## config.mk

```make
export PLATFORM = sky130hd
export DESIGN_NAME = updown_counter_mod
export DESIGN_NICKNAME = d
export VERILOG_FILES = /design/src/rtl/updown_counter_mod.sv
export SDC_FILE = /design/constraint.sdc
export NUM_CORES = 1
export LEC_CHECK = 0
export CORE_AREA = 4 4 41 43
export DETAILED_ROUTE_END_ITERATION = 16
export DIE_AREA = 0 0 45 47
export PLACE_DENSITY_LB_ADDON = 0.05
export SLEW_MARGIN = 5
export SYNTH_ARGS = -nofsm -noshare
export SYNTH_HDL_FRONTEND = slang
export SYNTH_SLANG_ARGS = --single-unit
```

## constraint.sdc

```tcl
create_clock -name clk -period 2.3 [get_ports clk]
set_input_delay 0.69 -clock clk [delete_from_list [all_inputs] [get_ports clk]]
set_output_delay 0.69 -clock clk [all_outputs]
set_load 0.02 [all_outputs]
```

## src/rtl/updown_counter_mod.sv

```systemverilog
// Parametrised up/down modulus counter with load, enable, tc and wrap flag.
// Define COUNTER_SATURATE_EN to saturate at the limits with a sticky flag on wrap.
module updown_counter_mod #(
    parameter int WIDTH   = 4,
    parameter int MODULUS = 16
) (
    input  logic             clk,
    input  logic             reset,
    input  logic             en,
    input  logic             up_dn,
    input  logic             load,
    input  logic [WIDTH-1:0] load_val,
    output logic [WIDTH-1:0] Q,
    output logic             tc,
    output logic             wrap
);

    if (WIDTH < 2 || WIDTH > 16) begin : g_bad_width
        $error("updown_counter_mod: WIDTH must be 2..16");
    end
    if (MODULUS < 2 || MODULUS > (1 << WIDTH)) begin : g_bad_mod
        $error("updown_counter_mod: MODULUS must be 2..2**WIDTH");
    end

    localparam logic [WIDTH-1:0] MAX = WIDTH'(MODULUS - 1);
    localparam logic [WIDTH-1:0] ONE = WIDTH'(1);

    logic [WIDTH-1:0] r_q;
    logic             r_wrap;
    logic [WIDTH-1:0] w_q_next;
    logic             w_wrap_next;
    logic [WIDTH-1:0] w_load_q;
    logic             w_at_max;
    logic             w_at_zero;
    logic             w_tc;

    assign w_at_max  = (r_q == MAX);
    assign w_at_zero = (r_q == '0);
    assign w_tc      = en & (up_dn ? w_at_max : w_at_zero);
    assign w_load_q  = (load_val > MAX) ? MAX : load_val;

    // All arithmetic stays WIDTH bits; the limit tests handle full-range moduli.
    always_comb begin
        w_q_next    = r_q;
        w_wrap_next = 1'b0;
        if (load) begin
            w_q_next    = w_load_q;
            w_wrap_next = 1'b0;
        end else if (en) begin
`ifdef COUNTER_SATURATE_EN
            if (up_dn) begin
                w_q_next = w_at_max ? r_q : r_q + ONE;
            end else begin
                w_q_next = w_at_zero ? r_q : r_q - ONE;
            end
            w_wrap_next = r_wrap | w_tc;
`else
            if (up_dn) begin
                w_q_next = w_at_max ? '0 : r_q + ONE;
            end else begin
                w_q_next = w_at_zero ? MAX : r_q - ONE;
            end
            w_wrap_next = w_tc;
`endif
        end else begin
`ifdef COUNTER_SATURATE_EN
            w_wrap_next = r_wrap;
`else
            w_wrap_next = 1'b0;
`endif
        end
    end

    always_ff @(posedge clk or posedge reset) begin
        if (reset) begin
            r_q    <= '0;
            r_wrap <= 1'b0;
        end else begin
            r_q    <= w_q_next;
            r_wrap <= w_wrap_next;
        end
    end

    assign Q    = r_q;
    assign tc   = w_tc;
    assign wrap = r_wrap;

endmodule

```

==> run metrics <==
status=finished, violations left; failing checks=setup timing; RSZ-0062 raised after global routing=yes; layout cells sized above 1=31.88%; #FFs+latches synth=5; CTS HTree Levels=1; post-synthesis mux area share=approximately 2.5%; antenna violations before repair=0; post-route DRC violation count=0; distinct cell type count after synthesis=26; Worst Hold Slack=0.6486 ns; RD Place Congestion=around 0.71; drt first pass iters=4; Setup crit end kind=primary output; PortBufs=14; synth cell count leaders=5 x dfrtp_1, 4 x a21oi_1, 4 x inv_1, 4 x o21ai_0, 3 x nand2_1; Worst Tran Pin Value=0.2740 ns; I/O pins=15; Starting Density=a little under a third; CP arrival=about 1.6 ns; Clock Sinks=5; Post-DRT Antenna Nets=0; pwr/cell area=approximately 560 nW/um^2; vias in the first global route=between 400 and 500; Tot Pwr=about 0.00035 W; first-pass GRT wire length=about 1.6 mm; drt initial violations=4; minimum clock period=approximately 2.3 ns; Area contributors post-synth=dfrtp_1 32%, ha_1 6.3%, a21oi_1 5.0%, o21ai_0 5.0%, a221oi_2 3.8%; Syn-to-layout area delta=59.62%; final wirelength=989 um; startpoint types=flop; Hold Vio Cnt, Final=0; Die Ht=47 um; clk root buf=clkbuf_4; gr ovfl total=0; final setup fails=1; core box area=~1300 um^2; xor/xnor cell area share of the yosys netlist=4.416%; sequential area share after synthesis=between 30% and 40%; Hold Path Class=input pin to async pin; slack of the critical path=-0.008246 ns; placed cell count=just under 80; CTS tree=done; worst setup path class=flop to primary output; Post-synth EDFFs=0; area leader, netlist=dfrtp_1; FMAX=0.4332 GHz; Critical Path RT=~1.6 ns; fin nets=81; clock skew=roughly 0.0002 ns; Pleak=just under 0.3 nW; Syn Nets=56; R2R setup slack=about 0.62 ns; Post-DP HPWL=between 800 and 900 um; Relative slew margins=between 80 and 90%; filler instances=133; Peak supply drop=0.2749 mV; drt wl/cell=approximately 12 um; fin crit share=100.4%; CTS Buf Count=3; largest net degree at the start of global routing=10; ant diodes=0; syn avg cell area=about 8.8 um^2; crit path max fanout=3; Ys Warns=0; clock tree buffer depth=2; Total Die Area=2115 um^2; Slew Limit Fails=0; GR Util All Layers=11.01%; post-synthesis simple-gate area fraction=15.46%; post-DR vias/cell=about 4.8; FP Rows=13; Worst-path clk slew=0.04 ns; Synth Area in Compound Gates=30.60%; most numerous cell in the Yosys netlist=dfrtp_1; Main synth FF type=dfrtp_1; Post-Syn Instances=45; Die W=between 40 and 50 um; Post-Synth Adder-Cell Area=roughly 6.3%; Clk Latency, worst-skew pair=approximately 0.24 ns; main combinational cell family by area after synthesis=compound AO/OA/AOI/OAI gates; asr flop ratio synth=100.0%; Max Cap Violations=0; Yosys top cell area share=a little under a third; Non-Filler Instances=84; Vias=about 400; Mapped Area=just under 400 um^2
==> routing by layer <==
| metal | up-vias | GRT usage (%) | wire (um) |
|---|---|---|---|
| li1 | 206 | - | - |
| met1 | 178 | 10.32 | 390 |
| met2 | 15 | 19.21 | 498 |
| met3 | 2 | 5.364 | 87 |
| met4 | 0 | 7.018 | 12 |
| met5 | - | 0 | 0 |
==> final timing paths <==
path | cells past startpoint | from | end
setup / recovery | 6 | Q[0] | tc
hold / removal | 2 | reset | Q[2]
setup reg to reg | 7 | Q[0] | Q[0]
hold reg to reg | 3 | Q[1] | Q[1]
max in group asynchronous | 2 | reset | Q[3]
min in group clk | 3 | Q[1] | Q[1]
==> power by group <==
part           leakage, nW  switching, W  internal, W  total (W)
Sequential          0.0617    0.00000592    0.0000974   0.000103
Clock               0.0150     0.0000334    0.0000654  0.0000989
Combinational        0.215     0.0000713    0.0000801   0.000151
==> layout make-up <==
| class | count | area [um^2] | share of cell area (%) |
|---|---|---|---|
| Multi-Input combinational cell | 33 | 244.0 | 38.54 |
| Timing Repair Buffer | 23 | 203.9 | 32.21 |
| Sequential cell | 5 | 125.1 | 19.76 |
| Clock buffer | 4 | 26.28 | 4.150 |
| Tap cell | 15 | 18.77 | 2.964 |
| Inverter | 4 | 15.01 | 2.372 |
==> worst max-delay path: stages (launching register included) <==
cell and delay [ns]:
dfrtp_1 0.37, inv_1 0.06, ha_2 0.18, or3b_4 0.39, o21ai_2 0.11, and2_4 0.15
buf_6 0.11
==> layout by cell type, fill, tap and decap left out, drive strengths merged, types with 2 or more instances in the layout <==
master         count
a21oi              4
buf               11
clkbuf             4
clkdlybuf4s50     12
dfrtp              5
ha                 2
inv                4
nand2              3
nor2               2
o21ai              5
o31ai              2
==> cells by family (layout without fill, tap and decap cells) <==
kind of cell / Yosys count / in the layout
AO/OA/AOI/OAI: 17 / 17
XOR/XNOR: 2 / 2
adder cells (fa/ha/maj): 2 / 2
buffers and inverters: 7 / 31
flip-flops: 5 / 5
multiplexers: 1 / 1
AND/OR/NAND/NOR: 11 / 11
==> stage by stage <==
stage	utilization [%]	instance area [um^2]	worst slack, ns	setup TNS [ns]
finish	48.65	633.1	-0.008246	-0.008246
global route	48.65	633.1	-0.06464	-0.06464
floorplan	-	396.6	0.01412	0
global placement	45.67	594.3	-0.7586	-0.7586
CTS	48.37	629.4	-0.03941	-0.03941
detailed placement	45.67	594.3	-0.7746	-0.7746
==> state kept, by name (all words and copies together), names as in the netlist <==
register	flops
Q	4
wrap	1
==> timing repair <==
action                     CTS  global route
setup endpoints to repair    1             1
hold endpoints to repair     0             0
hold buffers                 0             0
pin swaps                    4             2
setup buffers                1             0
gates resized for setup     13             1
Note: power is estimated with default switching activity, not from simulation.
